**config.mk**
```make
export PLATFORM = sky130hd
export DESIGN_NAME = rr_fifo_arbiter
export DESIGN_NICKNAME = d
export VERILOG_FILES = /design/src/rtl/rr_fifo_arbiter_pkg.sv /design/src/rtl/rr_fifo_arbiter_pick.sv /design/src/rtl/rr_fifo_arbiter.sv
export SDC_FILE = /design/constraint.sdc
export NUM_CORES = 1
export LEC_CHECK = 0
export BUFFER_PORTS_ARGS = -buffer_cell sky130_fd_sc_hd__buf_4
export CAP_MARGIN = 20
export CORE_ASPECT_RATIO = 0.8
export CORE_UTILIZATION = 44
export CTS_BUF_LIST = sky130_fd_sc_hd__clkbuf_2 sky130_fd_sc_hd__clkbuf_4 sky130_fd_sc_hd__clkbuf_8
export CTS_CLUSTER_SIZE = 28
export DETAILED_ROUTE_END_ITERATION = 10
export GPL_TIMING_DRIVEN = 0
export PLACE_DENSITY = 0.78
export RECOVER_POWER = 100
export REMOVE_ABC_BUFFERS = 1
export SYNTH_ARGS = -nofsm -noshare
export SYNTH_HDL_FRONTEND = slang
export SYNTH_SLANG_ARGS = --single-unit
```
**constraint.sdc**
```tcl
create_clock -name clk -period 1.7 [get_ports clk]
set_input_delay 0.425 -clock clk [delete_from_list [all_inputs] [get_ports clk]]
set_output_delay 0.425 -clock clk [all_outputs]
set_load 0.005 [all_outputs]
```
**src/rtl/rr_fifo_arbiter_pkg.sv**
```systemverilog
// rr_fifo_arbiter_pkg: FSM state encoding and clog2 helper shared by the arbiter files
package rr_fifo_arbiter_pkg;
  typedef enum logic [1:0] {
    IDLE = 2'd0,
    POP  = 2'd1,
    WAIT = 2'd2,
    PUSH = 2'd3
  } state_t;
  function automatic int clog2(input int n);
    int r;
    r = 0;
    while ((1 << r) < n) r++;
    return r;
  endfunction
endpackage

```
**src/rtl/rr_fifo_arbiter_pick.sv**
```systemverilog
// rr_pick: combinational round-robin selector, first requester strictly after last wins
module rr_pick import rr_fifo_arbiter_pkg::*; #(
  parameter int N = 4
) (
  input  logic [N-1:0]          req,
  input  logic [clog2(N)-1:0]   last,
  output logic [clog2(N)-1:0]   idx,
  output logic                  any
);
  localparam int GW = clog2(N);
  logic [GW-1:0] j;
  // walk from lowest to highest priority so the closest requester after last is written last
  always_comb begin
    idx = '0;
    any = 1'b0;
    j = '0;
    for (int i = N; i >= 1; i--) begin
      j = GW'((int'(last) + i) % N);
      if (req[j]) begin
        idx = j;
        any = 1'b1;
      end
    end
  end
endmodule

```
**src/rtl/rr_fifo_arbiter.sv**
```systemverilog
// rr_fifo_arbiter: round-robin mover from NSRC source FIFOs into one downstream FIFO.
// Optional RR_ARB_STATS_EN adds per-source saturating push counters on grant_cnt.
module rr_fifo_arbiter import rr_fifo_arbiter_pkg::*; #(
  parameter int BITNUMBER = 6,
  parameter int NSRC      = 4,
  parameter int WAIT_MAX  = 7
) (
  input  logic                      clk,
  input  logic                      reset,
  input  logic [NSRC-1:0]           src_empty,
  input  logic [NSRC-1:0]           src_valid,
  input  logic [NSRC*BITNUMBER-1:0] src_data,
  input  logic                      dst_pause,
  input  logic                      dst_full,
  output logic [NSRC-1:0]           src_pop,
  output logic                      dst_push,
  output logic [BITNUMBER-1:0]      dst_data,
  output logic [clog2(NSRC)-1:0]    grant,
  output logic                      busy,
  output logic                      timeout_err
`ifdef RR_ARB_STATS_EN
  ,output logic [NSRC*8-1:0]        grant_cnt
`endif
);
  localparam int GW = clog2(NSRC);
  localparam int CW = clog2(WAIT_MAX + 1);
  state_t state, state_n;
  logic [GW-1:0] grant_n, last_grant, last_grant_n, pick;
  logic any_req;
  logic [CW-1:0] wait_cnt, wait_cnt_n;
  logic [BITNUMBER-1:0] dst_data_n;
  logic [NSRC-1:0] src_pop_n;
  logic dst_push_n, timeout_n;
  rr_pick #(.N(NSRC)) u_pick (
    .req  (~src_empty),
    .last (last_grant),
    .idx  (pick),
    .any  (any_req)
  );
  assign busy = state != IDLE;
  always_comb begin
    state_n = state;
    grant_n = grant;
    last_grant_n = last_grant;
    wait_cnt_n = wait_cnt;
    dst_data_n = dst_data;
    src_pop_n = '0;
    dst_push_n = 1'b0;
    timeout_n = 1'b0;
    case (state)
      IDLE: if (!dst_pause && !dst_full && any_req) begin
        state_n = POP;
        grant_n = pick;
        src_pop_n = NSRC'(1) << pick;
      end
      POP: begin
        state_n = WAIT;
        wait_cnt_n = '0;
      end
      WAIT: if (src_valid[grant]) begin
        dst_data_n = src_data[int'(grant)*BITNUMBER +: BITNUMBER];
        state_n = PUSH;
      end else begin
        wait_cnt_n = wait_cnt + 1'b1;
        if (wait_cnt_n == CW'(WAIT_MAX)) begin
          timeout_n = 1'b1;
          last_grant_n = grant;
          state_n = IDLE;
        end
      end
      // a committed word waits only on full, never on pause
      PUSH: if (!dst_full) begin
        dst_push_n = 1'b1;
        last_grant_n = grant;
        state_n = IDLE;
      end
      default: state_n = IDLE;
    endcase
  end
  always_ff @(posedge clk) begin
    if (reset) begin
      state <= IDLE;
      grant <= '0;
      last_grant <= GW'(NSRC - 1);
      wait_cnt <= '0;
      dst_data <= '0;
      src_pop <= '0;
      dst_push <= 1'b0;
      timeout_err <= 1'b0;
    end else begin
      state <= state_n;
      grant <= grant_n;
      last_grant <= last_grant_n;
      wait_cnt <= wait_cnt_n;
      dst_data <= dst_data_n;
      src_pop <= src_pop_n;
      dst_push <= dst_push_n;
      timeout_err <= timeout_n;
    end
  end
`ifdef RR_ARB_STATS_EN
  always_ff @(posedge clk) begin
    if (reset) grant_cnt <= '0;
    else if (state == PUSH && !dst_full && grant_cnt[int'(grant)*8 +: 8] != 8'hff)
      grant_cnt[int'(grant)*8 +: 8] <= grant_cnt[int'(grant)*8 +: 8] + 8'd1;
  end
`endif
endmodule

```
==> results.cfg, run 1 <==
[final_layout]
nets = 203
antenna_cells = 0
layout-drive-gt1-share_pct = 42.7
area_growth_pct = 41.9
fin_area_mm2 = 0.00163
fin_util_pct = 66.3

[min_path]
min_path_type = input pin to flip-flop
min_from = reset

[cts]
htreeDepth = 1
hold_buffers = 0
clk_path_buf_depth = 2
cts_root_buf = clkbuf_4
cts_tree = done
clock_latency_ns = 0.30
cts_sinks = 21
cts_buffers = 3
clkTransAtPathRegs_ns = 0.12

[grt]
grt_pass1_vias = 957
grt.total_usage_pct = 19.8
grt_overflow_total = 0
grt_max_degree = 20
antenna_found_initial = 0
grt_pass1_wl_mm = 4.13

[yosys]
ys.flop_type = dfxtp_1
netlist_area_mm2 = 0.00115
synthAdderAreaFrac_pct = 2.18
synth-compound-area-share_pct = 15.5
synth-xor-area-share_pct = 0.762
synth_edf_count = 0
synth-simple-area-share_pct = 17.8
async_flop_share_pct = 0
syn_inst = 112
synth_common_cells = dfxtp_1 (21), nor2_1 (12), mux2i_1 (7)
yosysMostFrequentCell = dfxtp_1
synth_top_area_share_pct = 36.6
netlist-cell-type-count = 38
ys_warn_count = 0
syn_area_per_cell_um2 = 10.3
muxShareOfSynthArea_pct = 22.7
yosys.area.top_type = dfxtp_1
yosysSeqAreaShare_pct = 36.6
synth_area_leaders = dfxtp_1 (37%), mux4_1 (14%), mux2i_1 (6.1%), nor2_1 (3.9%), a21oi_1 (2.6%)
ys_seq_elements = 21
synth_top_family_by_area = multiplexers

[worst_setup_path]
crit_start = grant[0]
critPathKind = flip-flop to flip-flop
crit_required_ns = 1.91
path_max_fanout = 3
worstPathArrival_ns = 1.89
start_kind = flip-flop
end_kind = flip-flop
r2r-start = grant[0]

[pwr]
clockPowerShare_pct = 23.9
p_sw_mw = 0.254
leakage_nw = 0.744
internal-power_mw = 0.731
p_sw_share_pct = 25.8
power.density_mw_per_mm2 = 604
combPwrFrac_pct = 22.5
vdd_drop_max_uv = 412
power.share.sequential_pct = 53.6

[timing]
rsz0062_at_grt = true
min_period_over_period_pct = 98.8
layout_min_cycle_time_ns = 1.68
setup_viol = 0
maxSlewViolCount = 0
tightestPinTransition_ns = 0.410
whs_ns = 0.420
max_slew_margin_pct = 72.5
fin_ws_ns = 0.0201
final.setup_skew_ns = 0.00258
hold_viol = 0
fmax_mhz = 595

[die]
die_w_um = 59.2
start_util_pct = 46.7
die_area_mm2 = 0.00282
ios = 51
die_y_um = 47.7
row_count = 16
core_area_mm2 = 0.00246

[detailed_routing]
drtIter0Drc = 20
drc = 0
postRouteAntennaNets = 0
routed_via_density = 5.39
dr.pass1.iters = 4
via_count = 1078
drt_wl_total_mm = 2.69
wl_per_cell_um = 13.4

[run_status]
status = finished clean

[placed_design]
port_buffers = 50
placed_cell_area_mm2 = 0.00154
dpl.hpwl_mm = 2.12
gp_congestion = 0.753
pre_cts_ws_ns = -0.400

[flow_run]
cap_violations = 0
final cells by class:
class | count | area (um2)
Fill cell | 203 | 831
Multi-Input combinational cell | 80 | 709
Sequential cell | 21 | 429
Timing Repair Buffer | 54 | 402
Tap cell | 36 | 45.0
Clock buffer | 3 | 22.5
Inverter | 5 | 18.8
Clock inverter | 1 | 5.00
path summary, 6_finish.rpt:
kind                        end  slack [ns]  depth (start not counted)
setup / recovery  last_grant[0]        0.02                          4
hold / removal         grant[1]        0.42                          2
setup reg to reg  last_grant[0]        0.02                          4
hold reg to reg     dst_data[2]        0.52                          2
flip-flops by register name (all words and copies together) (netlist names):
register     cells
wait_cnt         3
last_grant       2
timeout_err      1
state            2
dst_push         1
grant            2
src_pop          4
dst_data         6
metal layers:
metal	vias to the layer above	share of wire, %	GRT usage [%]	wire length (um)
met5	-	0	0	0
met4	0	0	2.86	0
met3	0	4.6	3.51	124
met2	32	53	38.0	1430
met1	513	42	24.2	1130
li1	533	-	-	-
stage by stage:
stage / std cells / total power [mW] / setup TNS (ns)
after CTS: 200 / 0.993 / -0.0316
after global placement: 192 / 0.733 / -2.74
after floorplan: 106 / 0.633 / -0.725
after detailed placement: 192 / 0.741 / -3.14
after global routing: 200 / 1.04 / -0.115
final: 200 / 0.985 / 0
worst max-delay path: stages (launching register included):
cell and delay (ns):
dfxtp_4 0.37, mux4_2 0.55, o41ai_4 0.35, nand2_1 0.12, a21bo_1 0.19
power by group through the flow:
stage / registers, mW / logic, mW / clock network [mW]
CTS: 0.528 / 0.218 / 0.247
floorplan: 0.539 / 0.0937 / 0
global route: 0.531 / 0.240 / 0.269
detailed placement: 0.543 / 0.197 / 0
global placement: 0.542 / 0.191 / 0
finish: 0.528 / 0.221 / 0.236
kinds of logic after synthesis:
family | Yosys count
XOR/XNOR | 1
adder cells (fa/ha/maj) | 2
AND/OR/NAND/NOR | 38
buffers and inverters | 11
flip-flops | 21
multiplexers | 15
AO/OA/AOI/OAI | 24
layout by cell type, fill, tap and decap left out, drive strengths merged, types with 2 or more instances in the layout:
master / synthesis / final
o21ai: 6 / 6
and3: 2 / 2
nand4: 2 / 2
buf: 2 / 42
mux4: 7 / 7
nand2b: 3 / 3
a31oi: 2 / 2
inv: 5 / 5
a21bo: 2 / 2
o22ai: 2 / 2
ha: 2 / 2
clkbuf: 4 / 15
a21oi: 6 / 6
nor3: 4 / 4
dfxtp: 21 / 21
nand2: 4 / 4
nor4: 3 / 3
nor2: 12 / 12
mux2i: 7 / 7
repair_timing:
item | in CTS | in global routing
resized for setup | 5 | 6
buffers inserted | 4 | 0
pin swaps | 4 | 2
endpoints found under the setup margin | 19 | 12
cloned | 0 | 0
Note: power is estimated with default switching activity, not from simulation.
==> run 2, diff against run 1 <==
--- a/config.mk
+++ b/config.mk
@@ -5,15 +5,16 @@
 export SDC_FILE = /design/constraint.sdc
 export NUM_CORES = 1
 export LEC_CHECK = 0
+export ABC_AREA = 1
 export BUFFER_PORTS_ARGS = -buffer_cell sky130_fd_sc_hd__buf_4
 export CAP_MARGIN = 20
 export CORE_ASPECT_RATIO = 0.8
-export CORE_UTILIZATION = 44
+export CORE_UTILIZATION = 45
 export CTS_BUF_LIST = sky130_fd_sc_hd__clkbuf_2 sky130_fd_sc_hd__clkbuf_4 sky130_fd_sc_hd__clkbuf_8
 export CTS_CLUSTER_SIZE = 28
 export DETAILED_ROUTE_END_ITERATION = 10
 export GPL_TIMING_DRIVEN = 0
-export PLACE_DENSITY = 0.78
+export PLACE_DENSITY = 0.77
 export RECOVER_POWER = 100
 export REMOVE_ABC_BUFFERS = 1
 export SYNTH_ARGS = -nofsm -noshare
==> run 2 against run 1 <==
Clock skew is 0.0015 ns higher; largest cell class unchanged; synthesized area is 15% higher; highest routed layer is now met4; final cell count is 45% higher; largest power group unchanged; final area is 6.6% higher; non-clock buffer count is 4 lower; combinational power is 120% higher; first-iteration DRC count is 150% higher; routed wire length is 14% higher; sequential power is 14% higher.
==> results.cfg, run 2 <==
[run_status]
status = finished clean

[detailed_routing]
via_count = 1417
met1_length_mm = 1.56
drtIter0Drc = 49
wl_per_cell_um = 10.6
postRouteAntennaNets = 0
dr_wl_met2_mm = 1.34
highest_layer = met4
wl_met3_um = 156
routed_via_density = 4.89
dr.pass1.iters = 6
drt_wl_total_mm = 3.07
drc = 0

[grt]
antenna_found_initial = 0
grt_pass1_wl_mm = 5.52
grt_max_degree = 19
grt.total_usage_pct = 21.5
grt_pass1_vias = 1285
grt_overflow_total = 0

[worst_setup_path]
reg2reg_setup_slack_ns = 0.17
start_kind = flip-flop
end_kind = output pin
critPathKind = flip-flop to output pin
path_max_fanout = 5
worstPathArrival_ns = 1.15
cp_slowest_cell = dfxtp_1
crit_start = state[0]
worstPathCellList = nor2_1 > inv_1 > clkbuf_4
crit_required_ns = 1.27
r2r-start = wait_cnt[1]
slowest_delay_ns = 0.38

[final_layout]
final_common_cell = nand2_1
top_regs = dst_data (6), src_pop (4), wait_cnt (3)
area_growth_pct = 31.4
max_flop_register = dst_data
nets = 291
final_cell_mix = nand2_1 (50), nor2_1 (38), buf_4 (35)
fin_util_pct = 62.4
antenna_cells = 0
fin_area_mm2 = 0.00174
layout-drive-gt1-share_pct = 29.8
largest_reg_flops = 6

[yosys]
synth_edf_count = 0
synth_area_leaders = dfxtp_1 (32%), nand2_1 (14%), nor2_1 (11%), o21ai_0 (7.2%), nand3_1 (6.4%)
synth-xor-area-share_pct = 0.662
synth_common_cells = nand2_1 (48), nor2_1 (38), dfxtp_1 (21), o21ai_0 (19), nand3_1 (17)
muxShareOfSynthArea_pct = 0
synth-compound-area-share_pct = 13.2
yosysMostFrequentCell = nand2_1
yosysSeqAreaShare_pct = 31.8
synth_top_family_by_area = simple AND/OR/NAND/NOR gates
ys.flop_type = dfxtp_1
netlist-cell-type-count = 28
ys_warn_count = 0
synthAdderAreaFrac_pct = 1.89
synth-simple-area-share_pct = 43.6
syn_area_per_cell_um2 = 6.49
synth_top_area_share_pct = 31.8
netlist_area_mm2 = 0.00132
async_flop_share_pct = 0
syn_inst = 204
ys_seq_elements = 21
yosys.area.top_type = dfxtp_1

[flow_run]
cap_violations = 0

[pwr]
vdd_drop_max_uv = 487
power.density_mw_per_mm2 = 801
power.share.sequential_pct = 43.3
p_sw_share_pct = 34.1
clockPowerShare_pct = 22.5
p_total_mw = 1.39
combPwrFrac_pct = 34.2
leakage_nw = 0.890
internal-power_mw = 0.919
p_sw_mw = 0.475

[timing]
min_period_over_period_pct = 92.4
hold_viol = 0
maxSlewViolCount = 0
max_slew_margin_pct = 70.8
rsz0062_at_grt = false
final.setup_skew_ns = 0.00411
fmax_mhz = 637
timing.setup.tns_ns = 0
layout_min_cycle_time_ns = 1.57
tightestPinTransition_ns = 0.437
whs_ns = 0.360
setup_viol = 0

[cts]
clock_latency_ns = 0.26
cts_buffers = 3
cts_root_buf = clkbuf_8
clkTransAtPathRegs_ns = 0.07
clk_path_buf_depth = 2
cts_sinks = 21
postCtsSetupRepairBufs = 0
hold_buffers = 0
htreeDepth = 1
cts_tree = done

[die]
row_count = 17
start_util_pct = 47.5
ios = 51
die_w_um = 62.6
die_y_um = 50.5
core_area_mm2 = 0.00279
die_area_mm2 = 0.00316

[min_path]
min_path_type = input pin to flip-flop
min_from = dst_full

[placed_design]
placed_cell_area_mm2 = 0.00171
dpl.hpwl_mm = 2.37
port_buffers = 50
gp_congestion = 0.821
run 2: cell types whose count changed after synthesis, sizes merged, moves of 3 or more:
| cell | change |
|---|---|
| mux2i | -7 |
| mux4 | -7 |
| inv | +12 |
| buf | +3 |
| nand2b | -3 |
| nor2 | +29 |
| o22ai | +5 |
| o21ai | +13 |
| clkbuf | -3 |
| nand2 | +55 |
| nand3 | +18 |
| nor4 | -3 |
run 2: metal layers:
metal,vias to the layer above,GRT usage [%]
met4,0,3.10
met3,2,5.23
li1,753,-
met1,624,28.4
met2,38,36.2
met5,-,0
run 2: path summary, 6_finish.rpt:
| kind | endpoint | depth (start not counted) |
|---|---|---|
| max | busy | 3 |
| max reg2reg | last_grant[0] | 7 |
| min reg2reg | wait_cnt[2] | 2 |
| min | dst_push | 2 |
run 2: cells by family after synthesis:
logic type / count (synthesis)
flops: 21
buf+inv: 23
simple gates: 125
fa+ha+maj: 2
compound gates: 32
xor+xnor: 1
run 2: per-stage QoR:
step,cells,setup slack (ns)
finish,290,0.129
global route,290,0.0136
CTS,290,0.139
detailed placement,286,-0.0256
global placement,286,0.00187
floorplan,198,0.264
run 2: power by group through the flow:
stage	Combinational, mW	Clock, mW	Sequential [mW]
after floorplan	0.293	0	0.605
after global placement	0.478	0	0.612
after detailed placement	0.486	0	0.611
after CTS	0.491	0.325	0.602
after global routing	0.533	0.345	0.613
final	0.476	0.314	0.603
run 2: critical path: cells and delay by family, from the launching register on:
kind                   cells  cell delay [ns]
AND/OR/NAND/NOR            1             0.26
flip-flops                 1             0.38
buffers and inverters      2             0.25
run 2: layout make-up:
cell class	count	area, um2
fill	280	1050
multi-input combinational	160	776
sequential	21	422
timing repair buffer	50	372
inverter	17	76.3
tap	38	47.5
clock buffer	3	41.3
clock inverter	1	5.00
run 2: repair_timing:
item                                   CTS  global route
endpoints found under the hold margin    0             0
resized for setup                        1             0
setup endpoints to repair                5             0
==> run 3, diff against run 2 <==
--- a/config.mk
+++ b/config.mk
@@ -8,13 +8,15 @@
 export ABC_AREA = 1
 export BUFFER_PORTS_ARGS = -buffer_cell sky130_fd_sc_hd__buf_4
 export CAP_MARGIN = 20
+export CELL_PAD_IN_SITES_DETAIL_PLACEMENT = 0
+export CELL_PAD_IN_SITES_GLOBAL_PLACEMENT = 1
 export CORE_ASPECT_RATIO = 0.8
-export CORE_UTILIZATION = 45
+export CORE_UTILIZATION = 30
 export CTS_BUF_LIST = sky130_fd_sc_hd__clkbuf_2 sky130_fd_sc_hd__clkbuf_4 sky130_fd_sc_hd__clkbuf_8
 export CTS_CLUSTER_SIZE = 28
 export DETAILED_ROUTE_END_ITERATION = 10
 export GPL_TIMING_DRIVEN = 0
-export PLACE_DENSITY = 0.77
+export PLACE_DENSITY_LB_ADDON = 0.1
 export RECOVER_POWER = 100
 export REMOVE_ABC_BUFFERS = 1
 export SYNTH_ARGS = -nofsm -noshare
==> run 3 against run 2 <==
Sequential share of layout area barely moved; clock power grew 8.6%; clock skew decreased by 0.0022 ns; via count is 4.7% lower; first-iteration DRC count rose by 6.1%; register-to-register slack improved by 0.04 ns; final cell count is 6.6% higher; core utilization fell by 21 points; fmax increased by 3.6%.
==> results.cfg, run 3 (synthesis results as in run 2) <==
[min_path]
hold_path_depth = 2
hold_end = dst_push
min_path_type = input pin to flip-flop
min_from = dst_full

[timing]
max_slew_margin_pct = 76.6
final.setup_skew_ns = 0.00188
hold_viol = 0
maxSlewViolCount = 0
tightestPinTransition_ns = 0.350
rsz0062_at_grt = false
setup_viol = 0
whs_ns = 0.366
layout_min_cycle_time_ns = 1.52
fmax_mhz = 660
min_period_over_period_pct = 89.2

[grt]
grt_max_degree = 19
grt.total_usage_pct = 15.5
grtUsageMet2_pct = 26.0
grt.busiest_layer = met2
grt_util_met3_pct = 3.56
grt_pass1_vias = 1256
grtUsageMet1_pct = 20.8
grt_pass1_wl_mm = 5.76
grt_overflow_total = 0
antenna_found_initial = 0

[final_layout]
antenna_cells = 0
max_flop_register = dst_data
fin_area_mm2 = 0.00176
top_regs = dst_data (6), src_pop (4), wait_cnt (3)
fillerInstances = 471
stdcell_count = 309
area_growth_pct = 33.1
largest_reg_flops = 6
final_common_cell = nand2_1
fin_util_pct = 41.9
layout-drive-gt1-share_pct = 29.8
final_cell_mix = nand2_1 (51), nor2_1 (39), buf_4 (36)
nets = 291

[die]
die_w_um = 76.3
core_area_mm2 = 0.00420
die_area_mm2 = 0.00468
start_util_pct = 31.5
die_y_um = 61.4
row_count = 21
ios = 51

[cts]
cts_tree = done
clock_latency_ns = 0.26
postCtsSetupRepairBufs = 0
clkTransAtPathRegs_ns = 0.07
clk_path_buf_depth = 2
htreeDepth = 1
cts_buffers = 3
cts_root_buf = clkbuf_8
hold_buffers = 0
cts_sinks = 21

[detailed_routing]
drtIter0Drc = 52
via_count = 1350
drt_wl_total_mm = 3.36
drc = 0
routed_via_density = 4.37
postRouteAntennaNets = 0
dr.pass1.iters = 4
wl_per_cell_um = 10.9

[run_status]
status = finished clean

[worst_setup_path]
reg2reg_setup_slack_ns = 0.21
start_kind = flip-flop
reg2regPathDepth = 8
cpLargestDelayFamily = flip-flops
crit_buf_inv = 2
critPathKind = flip-flop to output pin
path_max_fanout = 5
path_depth = 3
crit_required_ns = 1.27
slowest_delay_ns = 0.37
worstReg2RegEnd = src_pop[1]
r2r-start = last_grant[0]
cp_slowest_cell = dfxtp_1
worstPathCellList = nor2_1 > inv_1 > clkbuf_4
worstPathArrival_ns = 1.09
end_kind = output pin

[placed_design]
gp_congestion = 0.796
place_inst = 305
dpl.hpwl_mm = 2.64
port_buffers = 50
placed_cell_area_mm2 = 0.00173

[pwr]
power.density_mw_per_mm2 = 797
vdd_drop_max_uv = 411
leakage_nw = 0.892
p_total_mw = 1.40

[flow_run]
cap_violations = 0
-- run 3: cell type report --
| cell class | count | area (um2) | share of cell area [%] |
|---|---|---|---|
| well taps | 57 | 71.3 | 4.05 |
| inverters | 17 | 73.8 | 4.19 |
| repair buffers | 50 | 375 | 21.3 |
| clock buffers | 4 | 48.8 | 2.77 |
| flip-flops and latches | 21 | 427 | 24.2 |
| multi-input cells | 160 | 766 | 43.5 |
-- run 3: layer usage --
metal / wire, um / vias up
li1: - / 751
met1: 1830 / 583
met2: 1410 / 14
met3: 105 / 2
met4: 11 / 0
met5: 0 / -
-- run 3: how the worst max path moves through the flow --
stage                             start       endpoint  slack (ns)
after floorplan                grant[0]       state[1]        0.26
after global placement         grant[0]  last_grant[0]       -0.10
after detailed placement       grant[0]  last_grant[0]       -0.07
after CTS                      grant[1]    dst_data[0]        0.14
after global routing      last_grant[0]     src_pop[1]        0.02
final                          state[0]           busy        0.18
-- run 3: metrics by stage --
stage	worst slack (ns)	TNS, ns
6_report	0.184	0
5_1_grt	0.0235	0
4_1_cts	0.143	0
3_5_place_dp	-0.0748	-0.250
3_3_place_gp	-0.102	-0.414
2_1_floorplan	0.264	0
-- run 3: what timing repair did --
item / 4_1_cts / 5_1_grt
setup endpoints to repair: 8 / 5
resized for setup: 1 / 3
pin swaps: 0 / 0
-- run 3: power by group --
group	internal (mW)	total (mW)	leakage, nW	switching [mW]
Combinational	0.209	0.463	0.695	0.254
Clock	0.183	0.341	0.0262	0.158
Sequential	0.546	0.601	0.171	0.0546
Total	0.938	1.40	0.892	0.467
